File: src/rtl/hazard_pkg.sv
// Shared constants and helpers for the hazard scoreboard. Pure declarations.
// No latency, no flow control.
package hazard_pkg;

    localparam int AW_DEF   = 5;
    localparam int TW_DEF   = 2;
    localparam int REG_ZERO = 0;
    // Widest Tnew/Tuse the decrement helper supports; narrower fields zero-extend.
    localparam int TW_MAX   = 8;

    // Saturating decrement: zero stays zero. Callers cast to and from TW bits,
    // which is exact because the result never exceeds the input.
    function automatic logic [TW_MAX-1:0] sat_dec(input logic [TW_MAX-1:0] x);
        return (x == '0) ? '0 : x - TW_MAX'(1);
    endfunction

endpackage

File: src/rtl/hazard_stage.sv
// One tracked pipeline slot {dst, tnew}; captures its input every edge with tnew decremented.
// Latency one edge; flush or bubble loads the empty entry, never stalls itself.
module hazard_stage
    import hazard_pkg::*;
#(
    parameter int AW = AW_DEF,
    parameter int TW = TW_DEF
) (
    input  logic          clk,
    input  logic          reset,
    input  logic          flush,
    input  logic          bubble,
    input  logic [AW-1:0] in_dst,
    input  logic [TW-1:0] in_tnew,
    output logic [AW-1:0] dst,
    output logic [TW-1:0] tnew
);

    always_ff @(posedge clk or negedge reset) begin
        if (!reset) begin
            dst  <= '0;
            tnew <= '0;
        end else if (flush || bubble) begin
            dst  <= AW'(REG_ZERO);
            tnew <= '0;
        end else begin
            dst  <= in_dst;
            tnew <= TW'(sat_dec(TW_MAX'(in_tnew)));
        end
    end

endmodule

File: src/rtl/hazard_scoreboard.sv
// Hazard scoreboard: tracks {dst, tnew} behind decode, raises stall and picks forwarding stage.
// stall/fwd_sel are combinational (zero latency); stall bubbles stage 0 only, downstream keeps draining.
module hazard_scoreboard
    import hazard_pkg::*;
#(
    parameter int STAGES = 3,
    parameter int AW     = AW_DEF,
    parameter int TW     = TW_DEF,
    parameter int NSRC   = 2,
    parameter int CNTW   = 16,
    localparam int SW    = $clog2(STAGES + 1)
) (
    input  logic                 clk,
    input  logic                 reset,
    input  logic                 id_valid,
    input  logic [NSRC*AW-1:0]   id_src,
    input  logic [NSRC*TW-1:0]   id_tuse,
    input  logic [AW-1:0]        id_dst,
    input  logic [TW-1:0]        id_tnew,
    input  logic                 hold,
    input  logic                 flush,
    output logic                 stall,
    output logic [NSRC*SW-1:0]   fwd_sel,
    output logic [STAGES*AW-1:0] stage_dst,
    output logic [STAGES*TW-1:0] stage_tnew,
    output logic [CNTW-1:0]      stall_count
);

    logic [AW-1:0] dst_q  [STAGES];
    logic [TW-1:0] tnew_q [STAGES];
    logic          bubble0;
    logic [CNTW-1:0] cnt_q;

    assign bubble0 = stall | hold | ~id_valid;

    for (genvar g = 0; g < STAGES; g++) begin : g_stage
        if (g == 0) begin : g_head
            hazard_stage #(.AW(AW), .TW(TW)) u_stage (
                .clk     (clk),
                .reset   (reset),
                .flush   (flush),
                .bubble  (bubble0),
                .in_dst  (id_dst),
                .in_tnew (id_tnew),
                .dst     (dst_q[g]),
                .tnew    (tnew_q[g])
            );
        end else begin : g_tail
            hazard_stage #(.AW(AW), .TW(TW)) u_stage (
                .clk     (clk),
                .reset   (reset),
                .flush   (flush),
                .bubble  (1'b0),
                .in_dst  (dst_q[g-1]),
                .in_tnew (tnew_q[g-1]),
                .dst     (dst_q[g]),
                .tnew    (tnew_q[g])
            );
        end
        assign stage_dst[g*AW +: AW]  = dst_q[g];
        assign stage_tnew[g*TW +: TW] = tnew_q[g];
    end

    logic [AW-1:0] src;
    logic [TW-1:0] tuse;
    logic          hit;
    logic [TW-1:0] hit_tnew;
    logic [SW-1:0] hit_sel;

    always_comb begin
        stall    = 1'b0;
        fwd_sel  = '0;
        src      = '0;
        tuse     = '0;
        hit      = 1'b0;
        hit_tnew = '0;
        hit_sel  = '0;
        for (int i = 0; i < NSRC; i++) begin
            src      = id_src[i*AW +: AW];
            tuse     = id_tuse[i*TW +: TW];
            hit      = 1'b0;
            hit_tnew = '0;
            hit_sel  = '0;
            // Walk oldest to youngest so the youngest match overwrites and shadows older ones.
            for (int k = STAGES - 1; k >= 0; k--) begin
                if (src != AW'(REG_ZERO) && src == dst_q[k]) begin
                    hit      = 1'b1;
                    hit_tnew = tnew_q[k];
                    hit_sel  = SW'(k + 1);
                end
            end
            if (id_valid && hit && (hit_tnew > tuse)) begin
                stall = 1'b1;
            end
            if (hit && hit_tnew == '0) begin
                fwd_sel[i*SW +: SW] = hit_sel;
            end
        end
    end

    always_ff @(posedge clk or negedge reset) begin
        if (!reset) begin
            cnt_q <= '0;
        end else if (stall && !flush && cnt_q != '1) begin
            cnt_q <= cnt_q + CNTW'(1);
        end
    end

    assign stall_count = cnt_q;

endmodule

File: config.mk
export PLATFORM = sky130hd
export DESIGN_NAME = hazard_scoreboard
export DESIGN_NICKNAME = d
export VERILOG_FILES = /design/src/rtl/hazard_pkg.sv /design/src/rtl/hazard_stage.sv /design/src/rtl/hazard_scoreboard.sv
export SDC_FILE = /design/constraint.sdc
export NUM_CORES = 1
export LEC_CHECK = 0
export BUFFER_PORTS_ARGS = -buffer_cell sky130_fd_sc_hd__clkbuf_2
export CORE_MARGIN = 3
export CORE_UTILIZATION = 25
export CTS_CLUSTER_SIZE = 20
export DETAILED_ROUTE_END_ITERATION = 8
export PLACE_DENSITY_LB_ADDON = 0.3
export SLEW_MARGIN = 30
export SYNTH_ARGS = -nofsm -noshare
export SYNTH_HDL_FRONTEND = slang
export SYNTH_HIERARCHICAL = 1
export SYNTH_SLANG_ARGS = --single-unit
export TNS_END_PERCENT = 10
File: constraint.sdc
create_clock -name clk -period 3.01 [get_ports clk]
set_input_delay 0.4515 -clock clk [delete_from_list [all_inputs] [get_ports clk]]
set_output_delay 0.4515 -clock clk [all_outputs]
set_load 0.05 [all_outputs]
-- Word-level counts from Yosys, hierarchy flattened
Cells that the tools add are included.
- flip-flop bits (word level): 37
- output and inout bits: 42
- bits of input ports: 26
- logic and storage cells: 77
- eq/ne operators: 7
- bitwise operators: 3
- magnitude comparators: 2
- reductions and logical operators: 23
- muxes and demuxes: 31
- add/sub/neg operators: 4
- operators with widths (kind ; number):
    2-bit 2-to-1 mux ; 20
    5-bit == test ; 6
    16-bit by 1-bit adder with 16-bit output, second input constant ; 1
    16-bit != test, second input constant ; 1
    5-bit 2-to-1 mux ; 3
    1-bit logical AND ; 14
    2-bit zero test ; 5
    5-bit nonzero test ; 2
    1-bit 2-to-1 mux ; 8
    2-bit by 1-bit subtractor with 2-bit output, second input constant ; 3
    2-bit greater-than comparator ; 2
    1-bit OR ; 2
    1-bit zero test ; 1
    1-bit logical OR ; 1
    1-bit inverter ; 1

-- Depth between registers and ports, before layout
Gate-level depths: netlist of the first run.
- depth after elaboration: 13
- gate-level depth with buffers: 17
- gate-level depth less buffers: 15

-- Cells and area by module
Netlist of the first run, hierarchy kept.
- by module, submodules not included (module ; area an instance (um^2) ; times used ; cells an instance ; sequential area each (um^2)):
    hazard_scoreboard ; 1560.2 ; 1 ; 169 ; 400.4
    hazard_stage ; 244.0 ; 3 ; 14 ; 175.2

-- Least setup slack after synthesis of the first run
OpenSTA, ideal clock, no wires.
- kind: register -> output
- start: reg g_stage[1].g_tail.u_stage.dst[0]
- end: out stall
- required time: 2.558 ns
- path slack: -0.614 ns
- data arrival time: 3.173 ns
- stages on the path, launching flop included: 12
- path buffers: 0
- cell sequence: dfrtp_1 -> xnor2_1 -> nand3_1 -> nor3_4 -> nand2_1 -> a31oi_1 -> o21ai_0 -> ha_1 -> a211oi_2 -> o31a_1 -> a21oi_2 -> nor2b_1
- longest elaborated chain between the ends: 8
- elaborated cells on any way between the ends: 20
- those cells by class: 2 x order compare; 2 x eq/ne; 10 x mux; 6 x reduce/logical
- ends and longest elaborated chain (element ; line ; RTL):
    from (decl) ; hazard_stage.sv:15 ; output logic [AW-1:0] dst,
    from (signal assigned) ; hazard_stage.sv:24 ; dst <= AW'(REG_ZERO);
    from (signal assigned) ; hazard_stage.sv:27 ; dst <= in_dst;
    5-bit == test ; hazard_scoreboard.sv:86 ; if (src != AW'(REG_ZERO) && src == dst_q[k]) begin
    1-bit logical AND ; hazard_scoreboard.sv:86 ;
    2-bit 2-to-1 mux or 1-bit 2-to-1 mux (tied branches) (2 in a row) ; hazard_scoreboard.sv:86 ;
    2-bit greater-than comparator or 1-bit logical AND (tied branches) ; hazard_scoreboard.sv:92 ; if (id_valid && hit && (hit_tnew > tuse)) begin
    1-bit logical AND ; hazard_scoreboard.sv:92 ;
    1-bit 2-to-1 mux ; hazard_scoreboard.sv:92 ;
    1-bit 2-to-1 mux * ; hazard_scoreboard.sv:92 ;
    to (decl) ; hazard_scoreboard.sv:22 ; output logic stall,
Mark *: on every way between the ends. The rest lies on a longest branch, timed or not.

-- Final worst setup path of the first run
Same ends and word-level chain as after synthesis.

==> qor.csv, run 1 <==
metric,value,unit
outcome,"complete, but fails checks",
failing checks,setup timing,
Max-Cap Viols,0,
H-tree Lvls,2,
Fin Clk Skew,0.00582,ns
Syn-to-layout area delta,45.3,%
# rows,34,
setup ws final,-0.417,ns
Post-Synthesis Cells,211,
TritonCTS Buffers,5,
DR pass1 iterations,4,
"Seq/Total Area, Yosys",40.4,%
YS warnings,6,
WS Path Type,reg2out,
num ports,68,
first-pass GRT wire length,10.2,mm
DP Worst Slack,-0.299,ns
Finished Cell Area,0.00333,mm^2
"setup slack, reg-to-reg",-0.11,ns
Final setup viols,8,
total wire length,6.24,mm
Synth Register Bits,37,
crit path DAT,2.98,ns
via count,1982,
GPL Wtd Cong,0.821,
DP Wirelength,4.92,mm
Finished Layout Cells,445,
fin crit period,3.43,ns
cell taking the most area after synthesis,dfrtp_1,
initial core utilization,26.0,%
layout cell share with drive strength beyond 1,45.4,%
vias per cell,4.45,
Fin. Hold Viols,0,
drt wl/cell,14.0,um
Tot GR Track Use,12.4,%
kind of end point of the critical path,primary output,
RSZ-0062 raised after global routing,true,
Cells after DPL,432,
ys flop type,dfrtp_1,
worst flop-to-flop path startpoint,g_stage[1].g_tail.u_stage/dst[0]$_DFF_PN0_,
Slew @ Worst Pin,0.829,ns
Rel. slew slack,44.7,%
Final ANT Viol Nets,0,
ANT cells,0,
die footprint,0.0104,mm^2
clk sinks,37,
die height,102,um
reg2reg end,stall_count[7]$_DFFE_PN0P_,
Clk Tree Root Cell,clkbuf_8,
Fmax achieved,0.292,GHz
port bufs,67,
drt drc,0,
"Slew Viols, Final",0,
Final Net Count,367,
Synth top area share,40.4,%
mapped cell area,0.00229,mm^2
hold slack final,0.256,ns
Worst Path Max Fanout,6,
FF-to-FF path depth,14,
peak supply drop,225,uV
number of flops mapped to enable cells by yosys,0,
Setup TNS,-0.662,ns
die extent in x,102,um
FF/Latch Area,928,um^2
Pleak,1.56,nW
"Async S/R FF share, synth",100,%
1st-iter DRT viols,58,
"Req. time, crit path",2.56,ns
worst skew pair latency,0.28,ns
Area contributors post-synth,"dfrtp_1 (40%), xnor2_1 (11%), xor2_1 (5.7%)",
Final Cycle Share,114,%
total gr overflow,0,
core footprint,0.00881,mm^2
layout filler cell count,909,
pwr/cell area,355,mW/mm^2
CTS Buffer Depth,2,
CTS tree,done,
vias in the first global route,2051,
largest net degree at the start of global routing,38,
CP startpoint kind,flop,
initial antenna violation count,0,
worst hold path class,in2async,
multi-input logic area,0.00146,mm^2
post-synthesis cell type count,45,
clock slew at reported path FFs,0.08,ns
Placed Area,0.00309,mm^2
synthesized area per cell,10.9,um^2
[layout make-up]
| type | count | share of cell area (%) |
|---|---|---|
| Clock inverter | 3 | 1.39 |
| Clock buffer | 5 | 2.07 |
| Inverter | 6 | 0.676 |
| Tap cell | 108 | 4.06 |
| Multi-Input combinational cell | 179 | 43.8 |
| Timing Repair Buffer | 107 | 20.1 |
| Sequential cell | 37 | 27.9 |
[layer usage]
metal  share of wire [%]  GRT usage, %  wire [um]  vias up
met4                0.67          3.17         42        0
li1                    -             -          -      991
met3                 3.4          1.93        213        2
met1                  46          16.4       2880      955
met5                   0             0          0        -
met2                  50          21.0       3100       34
[worst max-delay path: stages (launching register included)]
cell      delay (ns)
dfrtp_2         0.45
xnor2_1         0.14
nand3_1         0.15
nor3_4          0.27
nand2_1         0.10
a31oi_2         0.20
o21a_1          0.22
ha_4            0.23
buf_6           0.11
a211oi_4        0.24
o31a_1          0.22
a21oi_4         0.07
nor2b_4         0.15
buf_12          0.14
[cell usage after synthesis, drive strengths merged, types with 2 or more instances]
master  count
ha          5
o311ai      2
nor4        7
a211oi      4
nor4bb      3
buf         2
nor3b      16
xnor2      30
and3        4
xor2       15
a31oi       4
nor2        6
inv         6
dfrtp      37
nand4       5
nor3        6
nand2      17
o21ai       5
nand3       9
nor4b       4
o21a        3
nand3b      6
a21oi       4
[where the power goes]
part	switching, W	leakage, nW	internal [W]
sequential	0.0000166	0.510	0.000509
combinational	0.000142	1.00	0.0000858
clock	0.000182	0.0543	0.000248
[through the flow]
stage,total power (W),util (%)
3_3_place_gp,0.000746,35.1
2_1_floorplan,0.000660,-
3_5_place_dp,0.000750,35.1
5_1_grt,0.00125,37.8
4_1_cts,0.00119,36.9
6_report,0.00118,37.8
[what timing repair did]
item | CTS | global route
setup buffers | 2 | 3
hold buffers | 0 | 0
endpoints found under the setup margin | 10 | 24
pin swaps | 7 | 9
resized for setup | 7 | 12
[layout by cell type, fill, tap and decap left out, drive strengths merged, types with 5 or more instances in the layout]
cell type / n
ha: 5
nand4: 5
nor2: 6
xnor2: 30
nand2: 17
nor3b: 16
nor3: 6
o21ai: 5
conb: 14
nand3: 9
inv: 6
clkbuf: 70
nand3b: 6
xor2: 15
buf: 42
dfrtp: 37
nor4: 7
[state kept, by name, summed over array words and instances (netlist names)]
signal,cells
g_stage.g_tail.u_stage/tnew,4
stall_count,16
g_stage.g_head.u_stage/tnew,2
g_stage.g_tail.u_stage/dst,10
g_stage.g_head.u_stage/dst,5
[cell families (layout without fill, tap and decap cells)]
| kind of cell | count (synthesis) | after routing | synth area share (%) |
|---|---|---|---|
| compound gates | 24 | 24 | 7.42 |
| xor+xnor | 45 | 45 | 17.8 |
| fa+ha+maj | 5 | 5 | 2.73 |
| buf+inv | 8 | 121 | 1.96 |
| flops | 37 | 37 | 40.4 |
| mux | 1 | 1 | 0.491 |
| other cells | 1 | 14 | 0.164 |
| simple gates | 90 | 90 | 29.0 |
[worst max-delay path by stage]
stage                     slack, ns  cells past startpoint                                  startpoint          to
after floorplan               -0.46                      6  g_stage[1].g_tail.u_stage/dst[0]$_DFF_PN0_  fwd_sel[3]
after global placement        -0.27                     14                                   id_src[4]       stall
after detailed placement      -0.30                     14                                   id_src[4]       stall
after CTS                     -0.36                     13  g_stage[1].g_tail.u_stage/dst[3]$_DFF_PN0_       stall
after global routing          -0.54                     13  g_stage[1].g_tail.u_stage/dst[0]$_DFF_PN0_       stall
final                         -0.42                     13  g_stage[1].g_tail.u_stage/dst[0]$_DFF_PN0_       stall
Note: power is estimated with default switching activity, not from simulation.
==> inputs of run 2 (changes only) <==
--- a/config.mk
+++ b/config.mk
@@ -7,7 +7,7 @@
 export LEC_CHECK = 0
 export BUFFER_PORTS_ARGS = -buffer_cell sky130_fd_sc_hd__clkbuf_2
 export CORE_MARGIN = 3
-export CORE_UTILIZATION = 25
+export CORE_UTILIZATION = 52
 export CTS_CLUSTER_SIZE = 20
 export DETAILED_ROUTE_END_ITERATION = 8
 export PLACE_DENSITY_LB_ADDON = 0.3
==> run 2 against run 1 <==
  * The flow still finishes with violations (setup timing)
  * Design area decreased by 4.5%
  * Largest power group unchanged
  * Final cell count shrank 14%
  * Via count is 6.3% higher
  * Die area is 49% lower
  * Hold slack lost 0.012 ns
  * Sequential power about the same
  * Combinational power barely moved
  * Critical endpoint unchanged
==> qor.csv, run 2 (synthesized netlist as in run 1, its figures left out) <==
metric,value,unit,change
outcome,"complete, but fails checks",,unchanged
failing checks,setup timing,,unchanged
peak supply drop,416,uV,was 225 uV
Finished Cell Area,0.00318,mm^2,was 0.00333 mm^2
switching part of the total,30.5,%,was 28.8%
P_int,0.000752,W,was 0.000843 W
die footprint,0.00524,mm^2,was 0.0104 mm^2
GPL Wtd Cong,0.937,,was 0.821
crit path DAT,2.88,ns,was 2.98 ns
number of flip-flops in the largest register,16,,unchanged
Finished Layout Cells,382,,was 445
Final Cycle Share,111,%,was 114%
Max-Cap Viols,0,,unchanged
Final Net Count,362,,was 367
Clock Power Share,30.5,%,was 36.3%
setup ws final,-0.325,ns,was -0.417 ns
drt wl/cell,16.1,um,was 14.0 um
Tot GR Track Use,24.8,%,was 12.4%
Fin Clk Skew,0.00415,ns,was 0.00582 ns
Syn-to-layout area delta,38.7,%,was 45.3%
Rel. slew slack,46.6,%,was 44.7%
DR pass1 iterations,4,,unchanged
Clk Tree Root Cell,clkbuf_8,,unchanged
initial antenna violation count,0,,unchanged
worst skew pair latency,0.28,ns,about the same
layout cell share with drive strength beyond 1,45.2,%,was 45.4%
total wire length,6.15,mm,was 6.24 mm
RSZ-0062 raised after global routing,true,,unchanged
"Req. time, crit path",2.56,ns,about the same
Combinational Power Share,20.9,%,was 19.3%
layout filler cell count,265,,was 909
DP Wirelength,4.58,mm,was 4.92 mm
Final ANT Viol Nets,0,,unchanged
CTS tree,done,,unchanged
largest net degree at the start of global routing,38,,unchanged
vias in the first global route,2115,,was 2051
drt drc,0,,unchanged
initial core utilization,55.7,%,was 26.0%
H-tree Lvls,2,,unchanged
CTS Buffer Depth,2,,unchanged
core footprint,0.00412,mm^2,was 0.00881 mm^2
die height,72.4,um,was 102 um
Final setup viols,6,,was 8
switching power,0.000330,W,was 0.000340 W
Fin. Hold Viols,0,,unchanged
pwr/cell area,340,mW/mm^2,was 355 mW/mm^2
Worst Path Max Fanout,4,,was 6
vias per cell,5.51,,was 4.45
FF/Latch Area,928,um^2,unchanged
WS Path Type,reg2out,,unchanged
Slew @ Worst Pin,0.801,ns,was 0.829 ns
"Slew Viols, Final",0,,unchanged
total gr overflow,0,,unchanged
Placed Area,0.00297,mm^2,was 0.00309 mm^2
die extent in x,72.4,um,was 102 um
fin crit period,3.34,ns,was 3.43 ns
kind of end point of the critical path,primary output,,unchanged
worst hold path class,in2async,,unchanged
num ports,68,,unchanged
ANT cells,0,,unchanged
CP startpoint kind,flop,,unchanged
port bufs,67,,unchanged
Pleak,1.53,nW,was 1.56 nW
1st-iter DRT viols,141,,was 58
clk sinks,37,,unchanged
TritonCTS Buffers,5,,unchanged
most frequent cells in the layout,"clkbuf_2 (65), dfrtp_1 (35), buf_4 (34), xnor2_1 (27), nand2_1 (17)",,"was clkbuf_2 (64), buf_4 (38), dfrtp_1 (35), xnor2_1 (28)"
first-pass GRT wire length,10.0,mm,was 10.2 mm
"most common cell after layout, fill and taps aside",clkbuf_2,,unchanged
Fmax achieved,0.300,GHz,was 0.292 GHz
clock slew at reported path FFs,0.07,ns,was 0.08 ns
# rows,23,,was 34
part of the power in registers,48.6,%,was 44.4%
via count,2106,,was 1982
Cells after DPL,372,,was 432
multi-input logic area,0.00147,mm^2,was 0.00146 mm^2
[run 2: cell count changes in the layout (fill, tap and decap cells not counted), moves of 2 or more]
| cell | change |
|---|---|
| nor3_2 | -2 |
| nor3_4 | +2 |
| nor4_2 | +2 |
| buf_4 | -4 |
| buf_12 | -2 |
| clkinv_2 | +2 |
| nor4_1 | -2 |
[run 2: worst max-delay path, stage by stage (launching register included)]
cell	delay [ns]
dfrtp_1	0.43
xnor2_1	0.25
nand3_2	0.16
nor2_4	0.15
nand3b_1	0.10
a31oi_2	0.22
o21a_1	0.22
ha_4	0.23
a211oi_4	0.28
o31a_1	0.19
a21oi_2	0.05
nor2b_2	0.16
buf_8	0.16
[run 2: worst paths after layout]
kind,depth (start not counted),slack (ns),start,endpoint
setup / recovery,12,-0.33,g_stage[2].g_tail.u_stage/dst[4]$_DFF_PN0_,stall
hold / removal,1,0.24,reset,stall_count[0]$_DFFE_PN0P_
setup reg to reg,15,-0.06,g_stage[2].g_tail.u_stage/dst[4]$_DFF_PN0_,g_stage[0].g_head.u_stage/dst[4]$_DFF_PN0_
hold reg to reg,1,0.50,stall_count[11]$_DFFE_PN0P_,stall_count[11]$_DFFE_PN0P_
max in group asynchronous,1,2.20,reset,g_stage[2].g_tail.u_stage/dst[0]$_DFF_PN0_
min in group clk,2,0.34,id_tnew[0],g_stage[0].g_head.u_stage/tnew[0]$_DFF_PN0_
[run 2: final cells by class]
cell class	count	share of cell area, %
clock inverter	2	0.315
tap	50	1.97
clock buffer	6	2.28
timing repair buffer	102	19.2
multi-input combinational	179	46.3
inverter	6	0.708
sequential	37	29.2
[run 2: power groups by stage]
stage               Sequential (W)  Combinational, W  Clock, W
floorplan                 0.000576         0.0000842         0
global placement          0.000534          0.000208         0
detailed placement        0.000534          0.000212         0
CTS                       0.000526          0.000220  0.000331
global route              0.000528          0.000243  0.000366
finish                    0.000526          0.000226  0.000330
[run 2: stage by stage]
| stage | setup slack (ns) | setup TNS, ns | utilization [%] | total power [W] | hold slack (ns) |
|---|---|---|---|---|---|
| 3_3_place_gp | -0.288 | -2.70 | 72.2 | 0.000742 | 0.478 |
| 5_1_grt | -0.465 | -2.55 | 77.3 | 0.00114 | 0.297 |
| 2_1_floorplan | -0.464 | -2.45 | - | 0.000660 | 0.156 |
| 4_1_cts | -0.258 | -0.464 | 76.0 | 0.00108 | 0.306 |
| 3_5_place_dp | -0.372 | -4.88 | 72.2 | 0.000747 | 0.482 |
| 6_report | -0.325 | -0.603 | 77.3 | 0.00108 | 0.244 |
[run 2: repair_timing]
action,in CTS,in global routing
resized for setup,11,11
setup endpoints to repair,13,23
hold buffers,0,0
buffers inserted,2,0
pin swaps,5,6
[run 2: per-layer routing]
metal | part of all wire [%] | GRT usage (%)
met2 | 51 | 41.7
met5 | 0 | 0
met3 | 8.3 | 4.43
met1 | 40 | 33.3
met4 | 0.76 | 6.15
==> inputs of run 3 (changes only) <==
--- a/config.mk
+++ b/config.mk
@@ -6,11 +6,14 @@
 export NUM_CORES = 1
 export LEC_CHECK = 0
 export BUFFER_PORTS_ARGS = -buffer_cell sky130_fd_sc_hd__clkbuf_2
+export CELL_PAD_IN_SITES_DETAIL_PLACEMENT = 1
+export CELL_PAD_IN_SITES_GLOBAL_PLACEMENT = 1
 export CORE_MARGIN = 3
-export CORE_UTILIZATION = 52
+export CORE_UTILIZATION = 40
 export CTS_CLUSTER_SIZE = 20
 export DETAILED_ROUTE_END_ITERATION = 8
 export PLACE_DENSITY_LB_ADDON = 0.3
+export RECOVER_POWER = 100
 export SLEW_MARGIN = 30
 export SYNTH_ARGS = -nofsm -noshare
 export SYNTH_HDL_FRONTEND = slang
==> run 3 against run 2 <==
  * Register-to-register slack worse by 0.27 ns
  * Critical endpoint unchanged
  * Wire length rose by 24%
  * Power up 8.4%
  * Largest cell class unchanged
  * Largest power group unchanged
  * Clock power is 17% higher
  * Sequential power is essentially flat
  * The flow still finishes with violations (setup timing)
  * Via count grew 1.4%
  * Sequential share of layout area shrank 2.5 points
  * Final cell count increased by 8.1%
  * Combinational power rose by 15%
  * Clock skew rose by 0.0028 ns
  * First-iteration DRC count decreased by 50%
  * Design area rose by 9.6%
==> qor.csv, run 3 (synthesized netlist as in run 1, its figures left out) <==
metric,value,unit,change
DR pass1 iterations,4,,unchanged
CP startpoint kind,flop,,unchanged
number of flip-flops in the largest register,16,,unchanged
fin crit period,3.51,ns,was 3.34 ns
largest net degree at the start of global routing,38,,unchanged
Rel. slew slack,23.3,%,was 46.6%
peak supply drop,299,uV,was 416 uV
Setup TNS,-3.43,ns,was -0.603 ns
GPL Wtd Cong,0.800,,was 0.937
total wire length,7.62,mm,was 6.15 mm
vias in the first global route,2235,,was 2115
failing checks,setup timing,,unchanged
Final Net Count,373,,was 362
setup ws final,-0.502,ns,was -0.325 ns
met3 GRT Util,2.96,%,was 4.43%
Syn-to-layout area delta,52.0,%,was 38.7%
met2 Resource Use GR,39.0,%,was 41.7%
Final setup viols,22,,was 6
reg2reg end,g_stage[0].g_head.u_stage/tnew[1]$_DFF_PN0_,,was g_stage[0].g_head.u_stage/dst[4]$_DFF_PN0_
Fmax achieved,0.285,GHz,was 0.300 GHz
Placed Area,0.00301,mm^2,was 0.00297 mm^2
crit path DAT,3.06,ns,was 2.88 ns
outcome,"complete, but fails checks",,unchanged
Tot GR Track Use,22.0,%,was 24.8%
1st-iter DRT viols,71,,was 141
CTS tree,done,,unchanged
Pleak,1.62,nW,was 1.53 nW
die height,81.7,um,was 72.4 um
# rows,26,,was 23
power consumption,0.00117,W,was 0.00108 W
Slew @ Worst Pin,1.15,ns,was 0.801 ns
M1 GR Usage,28.2,%,was 33.3%
Combinational Power Share,22.2,%,was 20.9%
switching power,0.000356,W,was 0.000330 W
kind of end point of the critical path,primary output,,unchanged
die extent in x,81.7,um,was 72.4 um
worst skew pair latency,0.29,ns,was 0.28 ns
Clk Tree Root Cell,clkbuf_8,,unchanged
worst flop-to-flop path startpoint,g_stage[1].g_tail.u_stage/dst[3]$_DFF_PN0_,,was g_stage[2].g_tail.u_stage/dst[4]$_DFF_PN0_
"setup slack, reg-to-reg",-0.33,ns,was -0.06 ns
"most common cell after layout, fill and taps aside",clkbuf_2,,unchanged
DP Wirelength,5.45,mm,was 4.58 mm
via count,2136,,was 2106
initial core utilization,43.0,%,was 55.7%
first-pass GRT wire length,11.1,mm,was 10.0 mm
core footprint,0.00534,mm^2,was 0.00412 mm^2
Crit. Startpoint,g_stage[1].g_tail.u_stage/dst[3]$_DFF_PN0_,,was g_stage[2].g_tail.u_stage/dst[4]$_DFF_PN0_
Max-Cap Viols,0,,unchanged
pwr/cell area,336,mW/mm^2,was 340 mW/mm^2
vias per cell,5.17,,was 5.51
"Slew Viols, Final",0,,unchanged
die footprint,0.00667,mm^2,was 0.00524 mm^2
layout cell share with drive strength beyond 1,52.8,%,was 45.2%
most frequent cells in the layout,"clkbuf_2 (62), buf_4 (37), dfrtp_1 (33), xnor2_1 (24), nand2_1 (15)",,"was clkbuf_2 (65), dfrtp_1 (35), buf_4 (34), xnor2_1 (27), nand2_1 (17)"
TritonCTS Buffers,5,,unchanged
total gr overflow,0,,unchanged
worst setup path end,stall,,unchanged
Final ANT Viol Nets,0,,unchanged
initial antenna violation count,0,,unchanged
drt drc,0,,unchanged
RSZ-0062 raised after global routing,true,,unchanged
port bufs,67,,unchanged
Fin Clk Skew,0.00692,ns,was 0.00415 ns
FF-to-FF path depth,16,,was 15
clock slew at reported path FFs,0.07,ns,about the same
CTS Hold Buffers Added,0,,unchanged
num ports,68,,unchanged
part of the power in registers,45.0,%,was 48.6%
Clock Power Share,32.8,%,was 30.5%
drt wl/cell,18.5,um,was 16.1 um
P_int,0.000817,W,was 0.000752 W
"Req. time, crit path",2.56,ns,about the same
Final Cycle Share,117,%,was 111%
clk sinks,37,,unchanged
H-tree Lvls,2,,unchanged
ANT cells,0,,unchanged
Cells after DPL,394,,was 372
Worst Path Max Fanout,5,,was 4
Final Util,65.3,%,was 77.3%
worst hold path class,in2async,,unchanged
Fin. Hold Viols,0,,unchanged
grt peak-use layer,met2,,unchanged
CTS Buffer Depth,2,,unchanged
Finished Layout Cells,413,,was 382
switching part of the total,30.3,%,was 30.5%
Finished Cell Area,0.00348,mm^2,was 0.00318 mm^2
WS Path Type,reg2out,,unchanged
## run 3: cell types whose count changed in the layout (fill, tap and decap cells not counted), sizes merged
cell    delta
buf       +12
clkinv     -1
## run 3: timing repair
item / in CTS / in global routing
setup buffers: 1 / 10
pin swaps: 10 / 19
gates resized for setup: 6 / 59
endpoints found under the setup margin: 12 / 26
## run 3: worst min-delay path by stage
stage | start | to | cells past startpoint
after floorplan | reset | g_stage[0].g_head.u_stage/dst[0]$_DFF_PN0_ | 0
after global placement | stall_count[5]$_DFFE_PN0P_ | stall_count[5]$_DFFE_PN0P_ | 1
after detailed placement | stall_count[5]$_DFFE_PN0P_ | stall_count[5]$_DFFE_PN0P_ | 1
after CTS | reset | g_stage[2].g_tail.u_stage/dst[4]$_DFF_PN0_ | 1
after global routing | reset | g_stage[2].g_tail.u_stage/dst[4]$_DFF_PN0_ | 1
final | reset | g_stage[1].g_tail.u_stage/dst[4]$_DFF_PN0_ | 1
## run 3: power groups by stage
stage	clock (W)	sequential (W)	combinational, W
floorplan	0	0.000576	0.0000842
global placement	0	0.000534	0.000210
detailed placement	0	0.000535	0.000217
CTS	0.000394	0.000527	0.000223
global route	0.000421	0.000529	0.000279
finish	0.000385	0.000527	0.000261
## run 3: area by class of cell
class,instances,area [um^2]
clock buffers,7,96.3
clock inverters,1,5.00
fillers,598,1850
inverters,6,22.5
multi-input cells,179,1610
flip-flops and latches,37,931
well taps,70,87.6
repair buffers,113,728
## run 3: routing by layer
metal,vias up,wire [um]
met3,10,243
met1,1081,3090
met2,42,4170
met4,0,119
li1,1003,-
met5,-,0
## run 3: critical path, cell delays in order, from the launching register on
cell and delay (ns):
dfrtp_2 0.45, xnor2_2 0.19, nand3_2 0.12, nor3_4 0.27, nand2_1 0.13, a31oi_2 0.26
o21a_1 0.22, ha_4 0.24, a211oi_4 0.27, o31a_1 0.23, a21oi_4 0.06, nor2b_2 0.16
buf_8 0.16
## run 3: stage by stage
step | worst slack, ns | hold WS [ns]
final | -0.502 | 0.259
after global placement | -0.226 | 0.481
after CTS | -0.341 | 0.328
after global routing | -0.652 | 0.312
after floorplan | -0.464 | 0.156
after detailed placement | -0.408 | 0.490
